**src/rtl/piece_bag_queue.sv**
```systemverilog
// piece_bag_queue: LFSR-driven next-piece generator with optional 7-bag (PIECE_BAG_EN) and preview queue
module piece_bag_queue #(
    parameter int          PREVIEW_DEPTH = 3,
    parameter logic [15:0] LFSR_SEED     = 16'hACE1
) (
    input  logic                       Clk,
    input  logic                       Reset_n,
    input  logic                       pickPiece,
    input  logic                       flush,
    output logic                       piece_valid,
    output logic [15:0]                blockstate_new,
    output logic [5:0]                 spriteindex_new,
    output logic [2:0]                 piece_id,
    output logic [3*PREVIEW_DEPTH-1:0] preview_ids,
    output logic                       queue_full
);
    localparam int          CAP  = PREVIEW_DEPTH + 1;
    localparam logic [2:0]  CAP3 = 3'(CAP);
    localparam logic [15:0] SEED = (LFSR_SEED == 16'h0000) ? 16'hACE1 : LFSR_SEED;

    typedef enum logic {FILL, READY} state_t;

    state_t              state;
    logic [15:0]         lfsr;
    logic [3*CAP-1:0]    qv;
    logic [3*CAP-1:0]    q_shift;
    logic [3*CAP-1:0]    q_next;
    logic [2:0]          count;
    logic [2:0]          count_next;
    logic [2:0]          widx;
    logic                pend;
    logic                push;
    logic                pop;
    logic [2:0]          cand;
    logic [6:0]          bag_now;
    logic [13:0]         bag2;
    logic [6:0]          rot;
    logic [2:0]          off;
    logic [3:0]          sum;
    logic [2:0]          sel;
    logic [21:0]         rom_head;

    function automatic logic [21:0] piece_rom(input logic [2:0] id);
        case (id)
            3'd0:    return {16'h0027, 6'd41};
            3'd1:    return {16'h1111, 6'd43};
            3'd2:    return {16'h0322, 6'd38};
            3'd3:    return {16'h0311, 6'd40};
            3'd4:    return {16'h0033, 6'd44};
            3'd5:    return {16'h0036, 6'd39};
            3'd6:    return {16'h0063, 6'd42};
            default: return {16'hFFFF, 6'd0};
        endcase
    endfunction

    // Galois LFSR, free-running outside reset; flush deliberately does not reseed
    always_ff @(posedge Clk or negedge Reset_n)
        if (!Reset_n) lfsr <= SEED;
        else          lfsr <= {1'b0, lfsr[15:1]} ^ (lfsr[0] ? 16'hB400 : 16'h0000);

    assign cand = (lfsr[2:0] == 3'd7) ? 3'd0 : lfsr[2:0];

`ifdef PIECE_BAG_EN
    logic [6:0] bag;
    logic [6:0] bag_clr;
    assign bag_clr = bag & ~(7'd1 << sel);
    // Bag of still-available pieces; refills once the last one is drawn
    always_ff @(posedge Clk or negedge Reset_n)
        if (!Reset_n)  bag <= 7'h7F;
        else if (flush) bag <= 7'h7F;
        else if (push)  bag <= (bag_clr == 7'h00) ? 7'h7F : bag_clr;
    assign bag_now = bag;
`else
    assign bag_now = 7'h7F;
`endif

    // Rotate the bag so the candidate sits at bit 0, then take the lowest set bit
    assign bag2 = {bag_now, bag_now};
    assign rot  = bag2[cand +: 7];

    // Priority encoder: offset from the candidate to the first available piece
    always_comb begin
        off = 3'd0;
        for (int k = 6; k >= 0; k--)
            if (rot[k]) off = 3'(k);
    end

    assign sum = {1'b0, cand} + {1'b0, off};
    assign sel = (sum >= 4'd7) ? 3'(sum - 4'd7) : sum[2:0];

    // A pending request is merged with a live one; pushing is free while filling
    assign pop  = !flush && (pickPiece || pend) && (count != 3'd0);
    assign push = !flush && ((state == FILL) || pop);
    assign widx = count - {2'b0, pop};

    // Next queue image: shift out the head, then append the drawn piece after the tail
    always_comb begin
        q_shift = pop ? {3'd7, qv[3*CAP-1:3]} : qv;
        q_next  = q_shift;
        if (push) q_next[3*int'(widx) +: 3] = sel;
        count_next = flush ? 3'd0 : count + {2'b0, push} - {2'b0, pop};
    end

    // Queue storage, occupancy, pending request and fill/ready state
    always_ff @(posedge Clk or negedge Reset_n)
        if (!Reset_n) begin
            qv         <= '1;
            count      <= 3'd0;
            pend       <= 1'b0;
            state      <= FILL;
            queue_full <= 1'b0;
        end else begin
            qv         <= flush ? '1 : q_next;
            count      <= count_next;
            pend       <= flush ? 1'b0 : (count == 3'd0) ? (pend | pickPiece) : 1'b0;
            state      <= (count_next == CAP3) ? READY : FILL;
            queue_full <= (count_next == CAP3);
        end

    // Empty slots always hold 7, so the preview is a direct view of entries 1..depth
    assign preview_ids = qv[3*CAP-1:3];
    assign rom_head    = piece_rom(qv[2:0]);

    // Registered pop outputs; held between pops and across flush
    always_ff @(posedge Clk or negedge Reset_n)
        if (!Reset_n) begin
            piece_valid     <= 1'b0;
            blockstate_new  <= 16'hFFFF;
            spriteindex_new <= 6'd0;
            piece_id        <= 3'd0;
        end else begin
            piece_valid <= pop;
            if (pop) begin
                blockstate_new  <= rom_head[21:6];
                spriteindex_new <= rom_head[5:0];
                piece_id        <= qv[2:0];
            end
        end
endmodule

```
**config.mk**
```make
export PLATFORM = sky130hd
export DESIGN_NAME = piece_bag_queue
export DESIGN_NICKNAME = d
export VERILOG_FILES = /design/src/rtl/piece_bag_queue.sv
export SDC_FILE = /design/constraint.sdc
export NUM_CORES = 1
export LEC_CHECK = 0
export ABC_AREA = 1
export CAP_MARGIN = 10
export CORE_MARGIN = 1.5
export CORE_UTILIZATION = 39
export CTS_CLUSTER_SIZE = 24
export DETAILED_ROUTE_END_ITERATION = 8
export GPL_TIMING_DRIVEN = 0
export PLACE_DENSITY = 0.7
export SETUP_SLACK_MARGIN = 0.15
export SYNTH_ARGS = -nofsm -noshare
export SYNTH_HDL_FRONTEND = slang
export SYNTH_SLANG_ARGS = --single-unit
```
**constraint.sdc**
```tcl
create_clock -name Clk -period 3.3 [get_ports Clk]
set_clock_uncertainty 0.2 [all_clocks]
set_input_delay 0.495 -clock Clk [delete_from_list [all_inputs] [get_ports Clk]]
set_output_delay 0.495 -clock Clk [all_outputs]
set_load 0.005 [all_outputs]
```
Yosys cells after proc, flatten, opt, wreduce, memory -nomap -nowiden
Cells that the tools add are included. Widths: inputs -> output; s select.

Flip-flop bits (word level): 60. Output and inout port bits: 36. Word-level logic and storage cells: 60.

Add/subtract/negate cells: 6. Multiply operators: 1. Order comparisons: 1. Equality and inequality tests: 8. Shifts and indexed selects: 3. Mux-type cells: 19. Bitwise gates (word level): 3. Reduce and logical (&&, ||, !) cells: 9.

Operators with widths (number): $pmux 22 s7 (1); $mux 12 (3); $neg 5->33 (1); $shift 3x33->12 const A (1); $shiftx 3x33->12 (1); $mux 3 (10); $mux 16 (1); $xor 15x16->16 (1); $eq 3x3->1 const B (5); $shiftx 14x4->7 const A (1); $bwmux 12 (1); $eq 3x2->1 const B (2); $logic_not 3->1 (2); $sub 3x1->3 (2); $mul 2x3->5 const A (1); $add 3x3->4 (1); $ge 4x3->1 const B (1); $add 3x1->3 (1); $eq 3x1->1 const B (1); $logic_and 1x1->1 (3); $mux 1 (3); $reduce_bool 3->1 (1); $sub 3x3->3 const B (1); $logic_or 1x1->1 (2); other kinds (3) (3).

Depth between registers and ports, before layout
Word-level depth: 17. Mapped depth: 15.

Least setup slack after synthesis
Ideal clock, no wire load.

Kind: input-to-reg. Start: input pickPiece. End: register qv[0]. Arrival: 2.330 ns. Data required time: 3.006 ns. Setup slack: 0.676 ns. Cell stages on the path: 14. Path buffers: 1. Path through: nor2_1 -> nor2_2 -> nand2_4 -> inv_4 -> buf_2 -> ha_1 -> ha_1 -> ha_1 -> inv_1 -> nand3_1 -> nor2_2 -> nand2_1 -> nand2_1 -> nand3_1.

Cells in the longest elaborated chain, start to end: 10.

RTL lines: start, declared (line 8) `input logic pickPiece,`; $logic_or 1x1->1 * (line 92) `assign pop = !flush && (pickPiece || pend) && (count != 3'd0);`; $logic_and 1x1->1 * (2 in series) (line 92); net pop (line 33) `logic pop;`; $sub 3x1->3 (line 94) `assign widx = count - {2'b0, pop};`; $mul 2x3->5 (line 100) `if (push) q_next[3*int'(widx) +: 3] = sel;`; $neg 5->33 (line 100); $shiftx 3x33->12 or $shift 3x33->12 (tied branches) (line 100); $bwmux 12 (line 100); $mux 12 * (line 100); $mux 12 * (line 113) `qv <= flush ? '1 : q_next;`; end signal, assigned (line 113); end, declared (line 25) `logic [3*CAP-1:0] qv;`.

Mark *: on every way through the listed nets, which the timed path passes. The rest lies on a longest branch. A chain may end at the register's enable or synchronous reset.

Worst setup path after layout
Start: input pickPiece. End: register qv[2].

Same word-level chain as after synthesis.

==> PnR_summary.wiki <==
{| class="wikitable"
! Metric !! Value
|-
| Count of maximum capacitance violations || 0
|-
| CTS tree || built
|-
| Ordered cell list for the critical path || clkdlybuf4s50_1, nor2_2, nor2_2, nand2_4, inv_4, clkbuf_4, ha_1, ha_1, ha_1, inv_1, nand3_1, nor2_2, nand2_1, nand2_1, nand3_1
|-
| Pwr dens || between 800 and 900 mW/mm2
|-
| Vertical die dimension || ~86 um
|-
| GRT Overall Usage || 0.153
|-
| X dimension of the die || around 86 um
|-
| Number of vias per cell || 4.74
|-
| Worst setup slack after layout || 0.321 ns
|-
| Placement Setup Slack || -0.0855 ns
|-
| Skew-Pair Late Insertion Delay || 0.30 ns
|-
| Sum of internal, switching and leakage power || around 0.0027 W
|-
| CTS H-tree lvls || 2
|-
| Net count, final || roughly 380
|-
| Effective utilization at floorplan || 0.399
|-
| Synth warnings || 0
|-
| Sequential fraction of design power || 0.358
|-
| Average cell area after synthesis || just under 9 um2
|-
| Standard-cell row count || 30
|-
| Mapped Area || 0.00268 mm2
|-
| Sum of routed wire length over all layers || ~5000 um
|-
| Kind of end point of the critical path || flop
|-
| I/O pin count || 40
|-
| Slowest cell delay on critical path || about 0.44 ns
|-
| Post-route clock period utilization || 0.903
|-
| Power Internal || 0.00175 W
|-
| Count of distinct cell types in the synthesized netlist || 31
|-
| Clock tree sinks || 51
|-
| Most common cell after layout, fill and taps aside || nand2_1
|-
| Share of cells above drive strength 1 || 0.234
|-
| Global-route wire length before repair || 9030 um
|-
| Critical Path Start Type || input pin
|-
| Critical path arrival || around 3.0 ns
|-
| Number of pins exceeding their max-slew limit in the final report || 0
|-
| Flip-flop and latch count after synthesis || 51
|-
| Routed length per instance || 11.5 um
|-
| Clock tree buffer depth || 2
|-
| Share of the core filled with cells in the final layout || 0.491
|-
| Crit path time final || 2.98 ns
|-
| First-pass iteration count of the detailed router || 4
|-
| Number of global-route vias before repair || 2049
|-
| Cell count after synthesis || a little over 300
|-
| Final instance area || approximately 0.0033 mm2
|-
| Number of vias after detailed routing || between 2000 and 2500
|-
| Final Hold Viols || 0
|-
| Fill cell count || roughly 650
|-
| Worst Path Required || 3.32 ns
|-
| Violation count after the first detailed-route iteration || 74
|-
| Kind of critical path || input pin to flop
|-
| Min-Delay Path Class || flop to flop
|-
| Total gr overflow || 0
|-
| Setup TNS || 0 ns
|-
| Largest net degree at the start of global routing || 32
|-
| Clock-pin slew on the worst setup and hold paths || 0.09 ns
|-
| Max Freq || 336 MHz
|-
| Root buf cell || clkbuf_8
|-
| Outcome || complete, no violations
|-
| Core area || 0.00672 mm2
|-
| Setup repair after global routing missed its margin || no
|-
| Fraction of power consumed by the clock network || 0.138
|-
| # setup viols final || 0
|-
| Count of buffers inserted at the top-level ports || 38
|-
| Comb power frac || 0.503
|-
| DP Area || 0.00317 mm2
|-
| Largest fanout of any net on the critical path || 12
|-
| Final weighted congestion of routability-driven global placement || roughly 0.9
|-
| Detailed-placement wirelength estimate || 3830 um
|-
| Maximum ir drop on the vdd rail || 279 uV
|-
| Die Outline Area || 0.00738 mm2
|-
| Signed area change from the synthesized netlist to the final layout || 23.3%
|-
| Library cell contributing the largest single delay on the critical path || clkdlybuf4s50_1
|-
| Antenna cells || 0
|-
| Sequential cell area fraction in the yosys report || 0.490
|-
| Net count after synthesis || 326
|-
| Leak || 1.68 nW
|-
| Commonest cells after routing, fill and taps aside || 103 x nand2_1, 36 x clkdlybuf4s50_1, 29 x nand3_1, 29 x dfstp_2, 26 x inv_1
|-
| Sw frac || 0.361
|-
| Number of CTS-inserted buffers || 5
|-
| Number of routed nets with antenna violations || 0
|-
| Count of unresolved DRC violations after routing || 0
|-
| Number of antenna violations at the first check in global routing || 0
|-
| Net load switching power || a little under 0.001 W
|}
-- worst max-delay path, delay by kind of cell --
kind / cells / cell delay (ns)
fa+ha+maj: 3 / 0.87
simple gates: 8 / 0.85
buf+inv: 4 / 0.77
-- synthesized netlist by cell type --
cell type / n / area (um2)
o21a_1: 1 / 7.51
dfrtp_1: 22 / 551
inv_4: 2 / 12.5
buf_4: 17 / 128
nor2_2: 5 / 31.3
inv_1: 26 / 97.6
and2_1: 2 / 12.5
xor2_1: 3 / 26.3
ha_1: 12 / 150
a21oi_2: 2 / 17.5
or2_4: 1 / 8.76
o2111ai_1: 1 / 8.76
nand2_4: 2 / 22.5
nor2_1: 12 / 45.0
dfstp_2: 29 / 762
nand2_1: 103 / 387
a21o_1: 1 / 7.51
o21ai_0: 10 / 50.1
inv_2: 2 / 7.51
nand2_2: 3 / 18.8
nand3_1: 29 / 145
nor3_1: 3 / 15.0
buf_2: 4 / 20.0
nand4_1: 2 / 12.5
conb_1: 1 / 3.75
fa_1: 1 / 20.0
buf_6: 3 / 33.8
nand4_4: 1 / 21.3
nand3_4: 1 / 17.5
o21ai_1: 7 / 35.0
clkbuf_1: 1 / 3.75
-- flip-flops by register name, summed over array words and instances, names as in the netlist --
name	flops
blockstate_new	9
count	3
lfsr	16
pend	1
piece_id	3
piece_valid	1
queue_full	1
qv	12
spriteindex_new	5
-- layout make-up --
cell class / instances / area [um2] / share of cell area
Tap cell: 80 / 100 / 0.0303
Clock buffer: 7 / 86.3 / 0.0261
Multi-Input combinational cell: 203 / 1070 / 0.323
Buffer: 25 / 188 / 0.0568
Inverter: 30 / 118 / 0.0356
Timing Repair Buffer: 42 / 423 / 0.128
Clock inverter: 1 / 8.76 / 0.00265
Sequential cell: 51 / 1310 / 0.397
-- stage by stage --
| stage | std cells | hold slack [ns] |
|---|---|---|
| after global routing | 439 | 0.163 |
| after CTS | 437 | 0.160 |
| after detailed placement | 428 | 0.138 |
| after global placement | 427 | 0.136 |
| after floorplan | 309 | -0.000591 |
| final | 439 | 0.157 |
-- timing repair --
item | in CTS | in global routing
setup endpoints to repair | 0 | 12
gates resized for setup | 0 | 3
hold buffers | 1 | 0
buffers inserted | 0 | 2
endpoints found under the hold margin | 6 | 0
-- layer usage --
layer,part of all wire,routed length [um],GRT usage
met5,0,0,0
met4,0.0087,44,0.0411
met3,0.048,243,0.0404
met2,0.48,2400,0.263
met1,0.47,2340,0.193
-- power groups by stage --
stage / clock [W] / sequential, W / combinational (W)
finish: 0.000379 / 0.000982 / 0.00138
global route: 0.000419 / 0.00101 / 0.00156
CTS: 0.000396 / 0.000984 / 0.00138
detailed placement: 0 / 0.000995 / 0.00138
global placement: 0 / 0.000986 / 0.00135
floorplan: 0 / 0.000982 / 0.000846
-- cells by family after synthesis --
group                      after synthesis  share of synthesized area
AOI/OAI and AO/OA                       22                     0.0472
xor gates and xnor gates                 3                    0.00981
adders and majority gates               13                     0.0635
buffers and inverters                   55                      0.113
DFF                                     51                      0.490
other                                    1                    0.00140
and+or+nand+nor                        164                      0.275
-- path summary, 6_finish.rpt --
path | from | end | slack (ns) | cells past startpoint
max | pickPiece | qv[2]$_DFF_PN1_ | 0.32 | 15
min | lfsr[9]$_DFF_PN0_ | lfsr[8]$_DFF_PN0_ | 0.16 | 0
max reg2reg | count[2]$_DFF_PN0_ | qv[2]$_DFF_PN1_ | 0.55 | 14
min reg2reg | lfsr[9]$_DFF_PN0_ | lfsr[8]$_DFF_PN0_ | 0.16 | 0
max in group asynchronous | Reset_n | lfsr[15]$_DFF_PN1_ | 1.83 | 3
min in group asynchronous | Reset_n | piece_id[0]$_DFFE_PN0N_ | 0.48 | 2
Power figures use the tool's default switching activity.
